[config.mk]
export PLATFORM = sky130hd
export DESIGN_NAME = dcache_tbus_arb_flat
export DESIGN_NICKNAME = d
export VERILOG_FILES = /design/src/rtl/dcache_tbus_arb_pkg.sv /design/src/rtl/dcache_tbus_arb_if.sv /design/src/rtl/dcache_tbus_arb_sel.sv /design/src/rtl/dcache_tbus_arb.sv /design/src/flat_wrapper.sv
export SDC_FILE = /design/constraint.sdc
export NUM_CORES = 1
export LEC_CHECK = 0
export ABC_CLOCK_PERIOD_IN_PS = 2050
export BUFFER_PORTS_ARGS = -buffer_cell sky130_fd_sc_hd__buf_4
export CAP_MARGIN = 20
export CORE_AREA = 2 2 231 233
export DETAILED_ROUTE_END_ITERATION = 7
export DIE_AREA = 0 0 233 235
export GPL_TIMING_DRIVEN = 0
export SYNTH_ARGS = -nofsm -noshare
export SYNTH_HDL_FRONTEND = slang
export SYNTH_SLANG_ARGS = --single-unit
export TNS_END_PERCENT = 1
[constraint.sdc]
create_clock -name clock -period 2.05 [get_ports clock]
set_input_delay 0.3075 -clock clock [delete_from_list [all_inputs] [get_ports clock]]
set_output_delay 0.3075 -clock clock [all_outputs]
set_load 0.05 [all_outputs]
[src/rtl/dcache_tbus_arb_pkg.sv]
// Shared encodings for the dcache tbus arbiter: FSM states, request owner and
// tbus operation type.
package dcache_tbus_arb_pkg;

  typedef enum logic [1:0] {
    IDLE = 2'd0,
    REQ  = 2'd1,
    WAIT = 2'd2
  } arb_state_e;

  typedef enum logic {
    OWNER_LOAD  = 1'b0,
    OWNER_STORE = 1'b1
  } owner_e;

  typedef enum logic {
    TBUS_READ  = 1'b0,
    TBUS_WRITE = 1'b1
  } tbus_optype_e;

  localparam int TBUS_OPTYPE_W = $bits(tbus_optype_e);

  // Bit positions of the one-hot grant vector.
  localparam int GRANT_LOAD  = 0;
  localparam int GRANT_STORE = 1;

endpackage

[src/rtl/dcache_tbus_arb_if.sv]
// Load-unit, store-queue and dcache tbus signals of the arbiter; the master
// modport is the arbiter's view, slave is the surrounding load/store/dcache side.
interface dcache_tbus_arb_if #(
  parameter int ADDR_W = 64,
  parameter int DATA_W = 64
);
  import dcache_tbus_arb_pkg::*;

  logic              load_req_valid;
  logic              load_req_ready;
  logic [ADDR_W-1:0] load_req_index;
  logic              load_resp_valid;
  logic [DATA_W-1:0] load_resp_data;

  logic              sq_req_valid;
  logic              sq_req_ready;
  logic [ADDR_W-1:0] sq_req_index;
  logic [DATA_W-1:0] sq_req_write_data;
  logic [DATA_W-1:0] sq_req_write_mask;
  logic              sq_resp_done;

  logic              flush_valid;

  logic              tbus_index_valid;
  logic              tbus_index_ready;
  logic [ADDR_W-1:0] tbus_index;
  logic [DATA_W-1:0] tbus_write_data;
  logic [DATA_W-1:0] tbus_write_mask;
  tbus_optype_e      tbus_operation_type;
  logic [DATA_W-1:0] tbus_read_data;
  logic              tbus_operation_done;

  modport master (
    input  load_req_valid, load_req_index,
    input  sq_req_valid, sq_req_index, sq_req_write_data, sq_req_write_mask,
    input  flush_valid,
    input  tbus_index_ready, tbus_read_data, tbus_operation_done,
    output load_req_ready, load_resp_valid, load_resp_data,
    output sq_req_ready, sq_resp_done,
    output tbus_index_valid, tbus_index, tbus_write_data, tbus_write_mask,
    output tbus_operation_type
  );

  modport slave (
    output load_req_valid, load_req_index,
    output sq_req_valid, sq_req_index, sq_req_write_data, sq_req_write_mask,
    output flush_valid,
    output tbus_index_ready, tbus_read_data, tbus_operation_done,
    input  load_req_ready, load_resp_valid, load_resp_data,
    input  sq_req_ready, sq_resp_done,
    input  tbus_index_valid, tbus_index, tbus_write_data, tbus_write_mask,
    input  tbus_operation_type
  );

endinterface

[src/rtl/dcache_tbus_arb_sel.sv]
// Grant selection between load and store requesters (one-hot grant).
// Define TBUS_ARB_RR_EN for round-robin; the default build gives load fixed priority.
module tbus_arb_sel
  import dcache_tbus_arb_pkg::*;
(
  input  logic       load_valid,
  input  logic       store_valid,
  input  owner_e     last_grant,
  input  logic       flush,
  output logic [1:0] grant
);

  logic load_ok;

  // A flush in the acceptance cycle would kill the load immediately, so never grant it.
  assign load_ok = load_valid & ~flush;

`ifdef TBUS_ARB_RR_EN
  always_comb begin
    grant = 2'b00;
    if (load_ok && store_valid) begin
      if (last_grant == OWNER_LOAD) grant[GRANT_STORE] = 1'b1;
      else                          grant[GRANT_LOAD]  = 1'b1;
    end else if (load_ok) begin
      grant[GRANT_LOAD] = 1'b1;
    end else if (store_valid) begin
      grant[GRANT_STORE] = 1'b1;
    end
  end
`else
  logic unused_last_grant;
  assign unused_last_grant = last_grant;

  always_comb begin
    grant = 2'b00;
    if (load_ok)          grant[GRANT_LOAD]  = 1'b1;
    else if (store_valid) grant[GRANT_STORE] = 1'b1;
  end
`endif

endmodule

[src/rtl/dcache_tbus_arb.sv]
// Arbitrates load-unit reads and store-queue writes onto the single dcache tbus port.
// Policy lives in tbus_arb_sel; TBUS_ARB_RR_EN selects round-robin instead of load priority.
//
//   state | meaning
//   IDLE  | no request owned; may accept one requester
//   REQ   | request latched, tbus_index_valid high until tbus_index_ready
//   WAIT  | request issued to dcache, awaiting tbus_operation_done
module dcache_tbus_arb
  import dcache_tbus_arb_pkg::*;
#(
  parameter int ADDR_W = 64,
  parameter int DATA_W = 64
) (
  input  logic              clock,
  input  logic              reset_n,
  dcache_tbus_arb_if.master bus
);

  arb_state_e        state;
  owner_e            owner;
  owner_e            last_grant;
  logic              killed;
  logic              index_valid;
  logic [ADDR_W-1:0] index_q;
  logic [DATA_W-1:0] wdata_q;
  logic [DATA_W-1:0] wmask_q;
  tbus_optype_e      optype_q;

  logic [1:0] grant;
  logic       accept_load;
  logic       accept_store;
  logic       kill_now;
  logic       complete;
  logic       load_resp;

  tbus_arb_sel u_sel (
    .load_valid  (bus.load_req_valid),
    .store_valid (bus.sq_req_valid),
    .last_grant  (last_grant),
    .flush       (bus.flush_valid),
    .grant       (grant)
  );

  // Readies are gated by reset_n so they read 0 while reset is held.
  assign accept_load  = reset_n & (state == IDLE) & grant[GRANT_LOAD];
  assign accept_store = reset_n & (state == IDLE) & grant[GRANT_STORE];
  assign kill_now     = bus.flush_valid & (owner == OWNER_LOAD);
  assign complete     = reset_n & bus.tbus_operation_done &
                        ((state == WAIT) | ((state == REQ) & bus.tbus_index_ready));
  assign load_resp    = complete & (owner == OWNER_LOAD) & ~killed & ~bus.flush_valid;

  assign bus.load_req_ready      = accept_load;
  assign bus.sq_req_ready        = accept_store;
  assign bus.load_resp_valid     = load_resp;
  assign bus.load_resp_data      = load_resp ? bus.tbus_read_data : '0;
  assign bus.sq_resp_done        = complete & (owner == OWNER_STORE);
  assign bus.tbus_index_valid    = index_valid;
  assign bus.tbus_index          = index_q;
  assign bus.tbus_write_data     = wdata_q;
  assign bus.tbus_write_mask     = wmask_q;
  assign bus.tbus_operation_type = optype_q;

  always_ff @(posedge clock or negedge reset_n) begin
    if (!reset_n) begin
      state       <= IDLE;
      owner       <= OWNER_LOAD;
      last_grant  <= OWNER_STORE;
      killed      <= 1'b0;
      index_valid <= 1'b0;
      index_q     <= '0;
      wdata_q     <= '0;
      wmask_q     <= '0;
      optype_q    <= TBUS_READ;
    end else begin
      case (state)
        IDLE: begin
          if (accept_load || accept_store) begin
            state       <= REQ;
            index_valid <= 1'b1;
            killed      <= 1'b0;
            if (accept_load) begin
              owner      <= OWNER_LOAD;
              last_grant <= OWNER_LOAD;
              optype_q   <= TBUS_READ;
              index_q    <= bus.load_req_index;
              wdata_q    <= '0;
              wmask_q    <= '0;
            end else begin
              owner      <= OWNER_STORE;
              last_grant <= OWNER_STORE;
              optype_q   <= TBUS_WRITE;
              index_q    <= bus.sq_req_index;
              wdata_q    <= bus.sq_req_write_data;
              wmask_q    <= bus.sq_req_write_mask;
            end
          end
        end
        REQ: begin
          // If the dcache took the index in the flush cycle, a done is still coming:
          // wait for it as a killed load rather than abandoning it.
          if (bus.tbus_index_ready) begin
            index_valid <= 1'b0;
            if (bus.tbus_operation_done) begin
              state <= IDLE;
            end else begin
              state  <= WAIT;
              killed <= kill_now;
            end
          end else if (kill_now) begin
            index_valid <= 1'b0;
            state       <= IDLE;
          end
        end
        WAIT: begin
          if (bus.tbus_operation_done) begin
            state  <= IDLE;
            killed <= 1'b0;
          end else if (kill_now) begin
            killed <= 1'b1;
          end
        end
        default: begin
          state       <= IDLE;
          index_valid <= 1'b0;
          killed      <= 1'b0;
        end
      endcase
    end
  end

endmodule
[src/flat_wrapper.sv]
// flat-port wrapper written by rule: the top's interface ports become plain ports
module dcache_tbus_arb_flat import dcache_tbus_arb_pkg::*;
#(
  parameter int ADDR_W = 64,
  parameter int DATA_W = 64
)
  (clock, reset_n, bus_load_req_valid, bus_load_req_index, bus_sq_req_valid, bus_sq_req_index, bus_sq_req_write_data, bus_sq_req_write_mask, bus_flush_valid, bus_tbus_index_ready, bus_tbus_read_data, bus_tbus_operation_done, bus_load_req_ready, bus_load_resp_valid, bus_load_resp_data, bus_sq_req_ready, bus_sq_resp_done, bus_tbus_index_valid, bus_tbus_index, bus_tbus_write_data, bus_tbus_write_mask, bus_tbus_operation_type);
  dcache_tbus_arb_if #(.ADDR_W(ADDR_W), .DATA_W(DATA_W)) bus_i ();
  input  logic clock;
  input  logic reset_n;
  input wire logic [$bits(bus_i.load_req_valid)-1:0] bus_load_req_valid;
  input wire logic [$bits(bus_i.load_req_index)-1:0] bus_load_req_index;
  input wire logic [$bits(bus_i.sq_req_valid)-1:0] bus_sq_req_valid;
  input wire logic [$bits(bus_i.sq_req_index)-1:0] bus_sq_req_index;
  input wire logic [$bits(bus_i.sq_req_write_data)-1:0] bus_sq_req_write_data;
  input wire logic [$bits(bus_i.sq_req_write_mask)-1:0] bus_sq_req_write_mask;
  input wire logic [$bits(bus_i.flush_valid)-1:0] bus_flush_valid;
  input wire logic [$bits(bus_i.tbus_index_ready)-1:0] bus_tbus_index_ready;
  input wire logic [$bits(bus_i.tbus_read_data)-1:0] bus_tbus_read_data;
  input wire logic [$bits(bus_i.tbus_operation_done)-1:0] bus_tbus_operation_done;
  output wire logic [$bits(bus_i.load_req_ready)-1:0] bus_load_req_ready;
  output wire logic [$bits(bus_i.load_resp_valid)-1:0] bus_load_resp_valid;
  output wire logic [$bits(bus_i.load_resp_data)-1:0] bus_load_resp_data;
  output wire logic [$bits(bus_i.sq_req_ready)-1:0] bus_sq_req_ready;
  output wire logic [$bits(bus_i.sq_resp_done)-1:0] bus_sq_resp_done;
  output wire logic [$bits(bus_i.tbus_index_valid)-1:0] bus_tbus_index_valid;
  output wire logic [$bits(bus_i.tbus_index)-1:0] bus_tbus_index;
  output wire logic [$bits(bus_i.tbus_write_data)-1:0] bus_tbus_write_data;
  output wire logic [$bits(bus_i.tbus_write_mask)-1:0] bus_tbus_write_mask;
  output wire logic [$bits(bus_i.tbus_operation_type)-1:0] bus_tbus_operation_type;
  assign bus_i.load_req_valid = bus_load_req_valid;
  assign bus_i.load_req_index = bus_load_req_index;
  assign bus_i.sq_req_valid = bus_sq_req_valid;
  assign bus_i.sq_req_index = bus_sq_req_index;
  assign bus_i.sq_req_write_data = bus_sq_req_write_data;
  assign bus_i.sq_req_write_mask = bus_sq_req_write_mask;
  assign bus_i.flush_valid = bus_flush_valid;
  assign bus_i.tbus_index_ready = bus_tbus_index_ready;
  assign bus_i.tbus_read_data = bus_tbus_read_data;
  assign bus_i.tbus_operation_done = bus_tbus_operation_done;
  assign bus_load_req_ready = bus_i.load_req_ready;
  assign bus_load_resp_valid = bus_i.load_resp_valid;
  assign bus_load_resp_data = bus_i.load_resp_data;
  assign bus_sq_req_ready = bus_i.sq_req_ready;
  assign bus_sq_resp_done = bus_i.sq_resp_done;
  assign bus_tbus_index_valid = bus_i.tbus_index_valid;
  assign bus_tbus_index = bus_i.tbus_index;
  assign bus_tbus_write_data = bus_i.tbus_write_data;
  assign bus_tbus_write_mask = bus_i.tbus_write_mask;
  assign bus_tbus_operation_type = bus_i.tbus_operation_type;
  dcache_tbus_arb #(.ADDR_W(ADDR_W), .DATA_W(DATA_W)) u_core (.clock(clock), .reset_n(reset_n), .bus(bus_i));
endmodule
==> Flow_metrics.wiki, run 1 <==
{| class="wikitable"
! Metric !! Value
|-
| Result of the run || complete, but fails checks
|-
| Violations in the final reports || negative hold slack, negative setup slack
|-
| Half-perimeter wire length after placement || 32260 um
|-
| Fraction of final layout cells with drive strength greater than 1 || 54.68%
|-
| Setup repair after global routing missed its margin || true
|-
| Number of distinct standard cells referenced by the synthesized netlist || 34
|-
| Placer Congestion || 0.8475
|-
| Remaining global-route overflow || 0
|-
| Core region area || 0.05224 sq mm
|-
| Largest clock skew in the final design || 0.01485 ns
|-
| Core utilization of the finished layout || 30.12%
|-
| # port buffers || 588
|-
| Register share of total power || 28.4%
|-
| Register-to-Register Setup Slack || 0.01 ns
|-
| Total number of clock tree sinks || 197
|-
| Number of violations of the max-capacitance limit || 0
|-
| CTS root buffer || clkbuf_16
|-
| Final hold slack || -0.2784 ns
|-
| CP Class || reg -> out
|-
| Maximum number of pins on one net before global-route repair || 83
|-
| Htree depth || 4
|-
| Clock buffer count from CTS || 17
|-
| Slew Viols, Final || 0
|-
| Via count of the first global-routing pass || 8735
|-
| Worst path setup slack after routing || -0.5223 ns
|-
| Starting utilization of the core area || 15.84%
|-
| Kind of path behind the tightest hold check || in -> async
|-
| Placement Setup Slack || -1.272 ns
|-
| Clock insertion delay at the later pin of the skew report || 0.49 ns
|-
| Net switching power || 12200 uW
|-
| Final Hold Fails || 56
|-
| I/O pin total || 589
|-
| Final Power || 23790 uW
|-
| Clock group share of total power || 14.6%
|-
| Routed Antenna Nets || 0
|-
| Total Routing Usage GR || 14.73%
|-
| Required arrival time at the worst endpoint || 1.74 ns
|-
| Post-synthesis share of cell area spent on xor and xnor gates || 0%
|-
| Leakage power || 0.007803 uW
|-
| Period Utilization, post-route || 125.5%
|-
| Max FO, Critical Path || 7
|-
| Sequential cell area fraction in the yosys report || 59.60%
|-
| Fraction of the mapped netlist area in compound gates || 18.45%
|-
| Remaining DRCs || 0
|-
| Final routed wire length divided by cell count || 19.93 um
|-
| Synth Area in Adders || 0.4538%
|-
| FP Rows || 84
|-
| Total routed wirelength || 41310 um
|-
| Post-synthesis area per instance || 12.22 sq um
|-
| Internal power summed over all cells || 11590 uW
|-
| Commonest cells after routing, fill and taps aside || buf_4, dfrtp_1, a22o_1, mux2i_1
|-
| Final net count || 1696
|-
| Slew Limit Headroom || 56.18%
|-
| Netlist area before placement || 0.008272 sq mm
|-
| Buffers from clock root to sink, at most || 2
|-
| Critical path capture point type || primary output
|-
| Upper clock frequency limit || 388.8 MHz
|-
| Yosys warns || 0
|-
| Arrival time of data at the critical path endpoint || 2.26 ns
|-
| Area share of and/or/nand/nor cells after synthesis || 9.106%
|-
| Clock-pin slew on the worst setup and hold paths || 0.07 ns
|-
| Cell count of the worst reg-to-reg path || 9
|-
| Tightest Pin Transition || 0.6574 ns
|-
| Die W || 233 um
|-
| Start of the worst register-to-register path || u_core.state[1]
|-
| Vias after detailed routing || 8220
|-
| Syn Inst Count || 677
|-
| Switching Share || 51.29%
|-
| Hold Buf Count CTS || 65
|-
| Initial DRC Count || 321
|-
| Setup violations, final || 68
|-
| #FFs+latches synth || 197
|-
| Maximum resistive drop on vdd || 0.7573 mV
|-
| Clock tree from TritonCTS || yes
|-
| Area grow syn2layout || 90.20%
|-
| Proportion of synthesized area in mux cells || 8.108%
|-
| Setup TNS || -32.12 ns
|-
| Routed vias/inst || 3.965
|-
| Total power per unit cell area || 1512 mW/mm^2
|-
| Min cycle time layout || 2.572 ns
|-
| Die footprint || 0.05476 sq mm
|-
| Synthesized Nets || 1007
|-
| Count of TritonRoute iterations in the first routing pass || 5
|-
| Portion of total power attributed to combinational logic || 57.0%
|-
| Combinational family with the most area after synthesis || compound AO/OA/AOI/OAI gates
|-
| Global-route wire length before repair || 57470 um
|-
| Worst R2R End || u_core.bus.tbus_index[9]
|-
| Kind of start point of the critical path || flip-flop
|-
| Most common cell after layout, fill and taps aside || buf_4
|-
| Initial antenna violation count || 14
|-
| Height of the chip || 235 um
|}
## worst max-delay path by stage
stage                    startpoint                      to  slack [ns]  depth (start not counted)
global route        u_core.state[1]   bus_load_resp_data[7]       -0.69                         10
detailed placement          reset_n  bus_load_resp_data[33]       -1.27                          8
floorplan           u_core.state[1]  bus_load_resp_data[10]       -0.07                          8
global placement            reset_n  bus_load_resp_data[33]       -2.75                          7
finish              u_core.state[1]  bus_load_resp_data[36]       -0.52                         10
CTS                 u_core.state[1]  bus_load_resp_data[34]       -0.64                         10
## kinds of logic after synthesis
group / after synthesis
compound gates: 204
flops: 197
simple gates: 145
mux: 67
buf+inv: 61
fa+ha+maj: 3
## power groups by stage
| stage | Clock, uW | Combinational [uW] | Sequential [uW] |
|---|---|---|---|
| 4_1_cts | 3620 | 13700 | 6750 |
| 5_1_grt | 3770 | 14200 | 6970 |
| 3_3_place_gp | 0 | 13400 | 6740 |
| 3_5_place_dp | 0 | 13400 | 6750 |
| 2_1_floorplan | 0 | 2330 | 12800 |
| 6_report | 3470 | 13600 | 6760 |
## cells in the mapped netlist
master     instances  area (sq um)
buf_2             26         130.1
o41ai_1            2         17.52
nand2b_1           4         25.02
inv_1              5         18.77
nor2_1             5         18.77
and2_1            64         400.4
nor2b_4            1         13.76
o21bai_1           1         7.510
nor2_4             1         11.26
nand3_1            1         5.000
o21ai_0           47         235.2
clkbuf_2           6         30.03
mux2i_1           67         670.6
o21ai_1           21         105.1
a21o_1             2         15.01
nor4_2             1         12.51
and3_1             1         6.260
ha_1               3         37.54
o22a_1             1         8.760
o211ai_2           1         12.51
buf_12             2         40.04
o21a_1             1         7.510
o2bb2ai_1          1         8.760
nand3_2            1         10.01
buf_1              3         11.26
buf_4             11         82.58
nor2b_1            1         6.260
a22o_1           125          1095
a21boi_0           1         7.510
dfrtp_1          197          4930
nand2_1           65         244.0
o22ai_1            1         6.260
buf_8              1         15.01
clkbuf_1           7         26.28
## per-layer routing
metal | up-vias | GRT usage, % | wire length (um) | share of wire (%)
li1 | 3810 | - | - | -
met1 | 3935 | 14.43 | 14170 | 34
met2 | 412 | 27.76 | 22490 | 54
met3 | 57 | 4.891 | 3261 | 7.9
met4 | 6 | 6.427 | 1351 | 3.3
met5 | - | 0 | 32 | 0.077
## state kept, by name (all words and copies together) (netlist names)
| name | cells |
|---|---|
| u_core.bus.tbus_index_valid | 1 |
| u_core.bus.tbus_write_mask | 64 |
| u_core.bus.tbus_index | 64 |
| u_core.killed | 1 |
| u_core.bus.tbus_write_data | 64 |
| u_core.owner | 1 |
| u_core.state | 2 |
## what timing repair did
item                       in CTS  in global routing
setup endpoints to repair     260                208
hold endpoints to repair      121                 56
buffers inserted               13                  0
cloned                          1                  2
resized for setup             159                 45
pin swaps                      25                 21
## worst max-delay path: stages (launching register included)
cell       delay [ns]
dfrtp_1          0.41
inv_2            0.09
ha_4             0.12
a21o_1           0.13
nand3_2          0.09
nor4_4           0.16
buf_6            0.16
clkbuf_16        0.17
clkbuf_16        0.14
and2_4           0.16
buf_8            0.15
## area by class of cell
cell class              instances  area [sq um]
multi-input cells             419          3158
plain buffers                  55         465.4
clock inverters                13         131.4
fillers                      5294         36500
repair buffers                671          5700
inverters                       5         18.77
clock buffers                  19         452.9
well taps                     688         860.8
diodes                          6         15.01
flip-flops and latches        197          4930
## per-stage QoR
step / instances / area [sq um]
after floorplan: 677 / 8285
after global placement: 1953 / 13560
after detailed placement: 1955 / 13620
after CTS: 2065 / 15550
after global routing: 2070 / 15730
final: 2073 / 15730
(Power assumes the default switching activity.)
==> run 2, diff against run 1 <==
HOLD_SLACK_MARGIN = 0.15   (was default)
==> run 2 against run 1 <==
  * The run still ends with negative hold slack, negative setup slack left
  * Critical endpoint is now bus_load_resp_data[33]
  * Largest power group unchanged
  * Global-route usage up 1.3 points
  * Total power up 1.9%
  * Final cell count up 9.6%
  * Combinational power up 3%
==> Flow_metrics.wiki, run 2 (same netlist as run 1, synthesis figures left out) <==
{| class="wikitable"
! Metric !! Value
|-
| Routed vias/inst || 3.985 (+0.50%)
|-
| Largest clock skew in the final design || 0.01609 ns (+0.001246 ns)
|-
| Critical path capture point type || primary output
|-
| Starting utilization of the core area || 15.84% (unchanged)
|-
| Remaining global-route overflow || 0 (unchanged)
|-
| Total routed wirelength || 45040 um (+9.0%)
|-
| Clock group share of total power || 14.3% (-0.3 points)
|-
| Crit-path most repeated cell || clkbuf_16
|-
| Fraction of final layout cells with drive strength greater than 1 || 48.13% (-6.6 points)
|-
| Remaining DRCs || 0 (unchanged)
|-
| Total Routing Usage GR || 16.02% (+1.3 points)
|-
| Critical-path cell list || inv_2 > ha_2 > a21o_1 > nand3_2 > nor4_4 > buf_6 > clkbuf_16 > clkbuf_16 > and2_4 > buf_8
|-
| Worst path setup slack after routing || -0.5299 ns (-0.007620 ns)
|-
| Family of cells with the greatest summed delay on the critical path || buffers and inverters
|-
| Setup violations, final || 94 (+38%)
|-
| Maximum resistive drop on vdd || 0.7694 mV (+1.6%)
|-
| Register share of total power || 28.0% (-0.4 points)
|-
| Final Hold Fails || 35 (-38%)
|-
| Period Utilization, post-route || 125.8% (+0.37 points)
|-
| Initial DRC Count || 289 (-10%)
|-
| Buffers from clock root to sink, at most || 2 (unchanged)
|-
| Area after DPL || 0.01362 sq mm (unchanged)
|-
| Placer Congestion || 0.8475 (unchanged)
|-
| I/O pin total || 589 (unchanged)
|-
| Net switching power || 12390 uW (+1.5%)
|-
| Violations in the final reports || negative hold slack, negative setup slack
|-
| Htree depth || 4 (unchanged)
|-
| Leakage power || 0.008649 uW (+11%)
|-
| Upper clock frequency limit || 387.6 MHz (-0.30%)
|-
| Final net count || 1892 (+12%)
|-
| Arrival time of data at the critical path endpoint || 2.27 ns (about the same)
|-
| Vias after detailed routing || 9050 (+10%)
|-
| Total power per unit cell area || 1365 mW/mm^2 (-9.8%)
|-
| Slew Limit Headroom || 54.20% (-2.0 points)
|-
| CTS root buffer || clkbuf_16
|-
| Total number of clock tree sinks || 197 (unchanged)
|-
| Max FO, Critical Path || 7 (unchanged)
|-
| Commonest cells after routing, fill and taps aside || buf_4, dlygate4sd3_1, dfrtp_1, a22o_1, mux2i_1
|-
| Portion of total power attributed to combinational logic || 57.7% (+0.7 points)
|-
| Area of all placed cells without fillers || 0.01776 sq mm (+13%)
|-
| Final routed wire length divided by cell count || 19.83 um (-0.46%)
|-
| Worst path max stage delay || 0.39 ns (-0.02 ns)
|-
| Switching Share || 51.11% (-0.18 points)
|-
| Slew Viols, Final || 0 (unchanged)
|-
| Number of violations of the max-capacitance limit || 0 (unchanged)
|-
| Die footprint || 0.05476 sq mm (unchanged)
|-
| Clock insertion delay at the later pin of the skew report || 0.48 ns (about the same)
|-
| Count of TritonRoute iterations in the first routing pass || 4 (-1)
|-
| Most common cell after layout, fill and taps aside || buf_4
|-
| Clock buffer count from CTS || 17 (unchanged)
|-
| Placement Setup Slack || -1.272 ns (unchanged)
|-
| Min cycle time layout || 2.580 ns (+0.007620 ns)
|-
| Internal power summed over all cells || 11850 uW (+2.2%)
|-
| Half-perimeter wire length after placement || 32260 um (unchanged)
|-
| Maximum number of pins on one net before global-route repair || 83 (unchanged)
|-
| Setup repair after global routing missed its margin || true
|-
| # port buffers || 588 (unchanged)
|-
| Kind of path behind the tightest hold check || in -> async
|-
| Kind of start point of the critical path || flip-flop
|-
| CP Class || reg -> out
|-
| Routed Antenna Nets || 0 (unchanged)
|-
| Critical Path Slowest Stage Cell || dfrtp_1
|-
| Core region area || 0.05224 sq mm (unchanged)
|-
| Clock tree from TritonCTS || yes
|-
| Global-route wire length before repair || 63580 um (+11%)
|-
| Initial antenna violation count || 15 (+1)
|-
| Area grow syn2layout || 114.7%
|-
| Height of the chip || 235 um (unchanged)
|-
| Result of the run || complete, but fails checks
|-
| Tightest Pin Transition || 0.6870 ns (+0.02962 ns)
|-
| Fillers || 5058 (-4.5%)
|-
| Required arrival time at the worst endpoint || 1.74 ns (about the same)
|-
| Count of buffer and inverter cells on the critical path || 5 (unchanged)
|-
| FP Rows || 84 (unchanged)
|-
| Final hold slack || -0.04121 ns (+0.2371 ns)
|-
| Via count of the first global-routing pass || 10080 (+15%)
|-
| Clock-pin slew on the worst setup and hold paths || 0.08 ns (about the same)
|-
| Die W || 233 um (unchanged)
|}
## run 2: cell types whose count changed in the layout (fill, tap and decap cells not counted)
cell | before | now
and2_1 | 10 | 9
and2_4 | 45 | 46
buf_16 | 2 | 5
buf_6 | 26 | 25
buf_8 | 47 | 48
diode_2 | 6 | 8
dlygate4sd3_1 | 65 | 258
## run 2: area by class of cell
type	count	area (sq um)	share of cell area, %
Clock inverter	13	131.4	0.7398
Sequential cell	197	4930	27.76
Multi-Input combinational cell	419	3161	17.80
Clock buffer	19	452.9	2.551
Timing Repair Buffer	867	7719	43.47
Antenna cell	8	20.02	0.1127
Buffer	55	465.4	2.621
Tap cell	688	860.8	4.847
Inverter	5	18.77	0.1057
## run 2: worst paths after layout
| check | start | endpoint | slack (ns) | cells after the start |
|---|---|---|---|---|
| worst min-delay path | reset_n | u_core.bus.tbus_index[19] | -0.04 | 4 |
| worst max register to register | u_core.state[1] | u_core.bus.tbus_index[16] | -0.05 | 9 |
| min in group clock | bus_tbus_index_ready | u_core.killed | 0.27 | 4 |
| worst max-delay path | u_core.state[0] | bus_load_resp_data[33] | -0.53 | 10 |
| worst min register to register | u_core.bus.tbus_index[20] | u_core.bus.tbus_index[20] | 0.48 | 2 |
| max in group asynchronous | reset_n | u_core.bus.tbus_write_data[35] | 1.36 | 5 |
## run 2: what timing repair did
item / in CTS / in global routing
setup endpoints to repair: 260 / 208
gates cloned: 1 / 2
resized for setup: 159 / 47
pin swaps: 25 / 22
endpoints found under the hold margin: 257 / 56
setup buffers: 13 / 0
hold buffers: 260 / 1
## run 2: per-stage QoR
| step | setup TNS (ns) | util [%] | hold slack, ns | total power (uW) | std cells |
|---|---|---|---|---|---|
| after floorplan | -3.704 | - | 0.01191 | 15110 | 677 |
| after global placement | -774.07 | 25.96 | 0.4656 | 20090 | 1953 |
| after detailed placement | -173.22 | 26.08 | 0.2542 | 20160 | 1955 |
| after CTS | -47.46 | 33.58 | -0.1826 | 24420 | 2260 |
| after global routing | -59.02 | 33.99 | -0.05213 | 25330 | 2270 |
| final | -32.49 | 34.00 | -0.04121 | 24240 | 2271 |
## run 2: worst reg2reg max path, cell delays in order (launching register included)
cell and delay (ns):
dfrtp_1 0.41, inv_2 0.09, buf_4 0.10, ha_2 0.26, o211ai_2 0.24, buf_6 0.25
buf_6 0.19, buf_2 0.21, nand2_1 0.10, o21ai_0 0.11
## run 2: power by group through the flow
stage | registers, uW | clock network [uW] | logic (uW)
floorplan | 12800 | 0 | 2330
global placement | 6740 | 0 | 13400
detailed placement | 6750 | 0 | 13400
CTS | 6750 | 3620 | 14000
global route | 6990 | 3760 | 14600
finish | 6790 | 3460 | 14000
## run 2: metal layers
metal	part of all wire, %	track usage [%]
met1	35	16.09
met2	53	29.30
met3	7.1	4.697
met4	4.2	8.859
met5	0.051	0
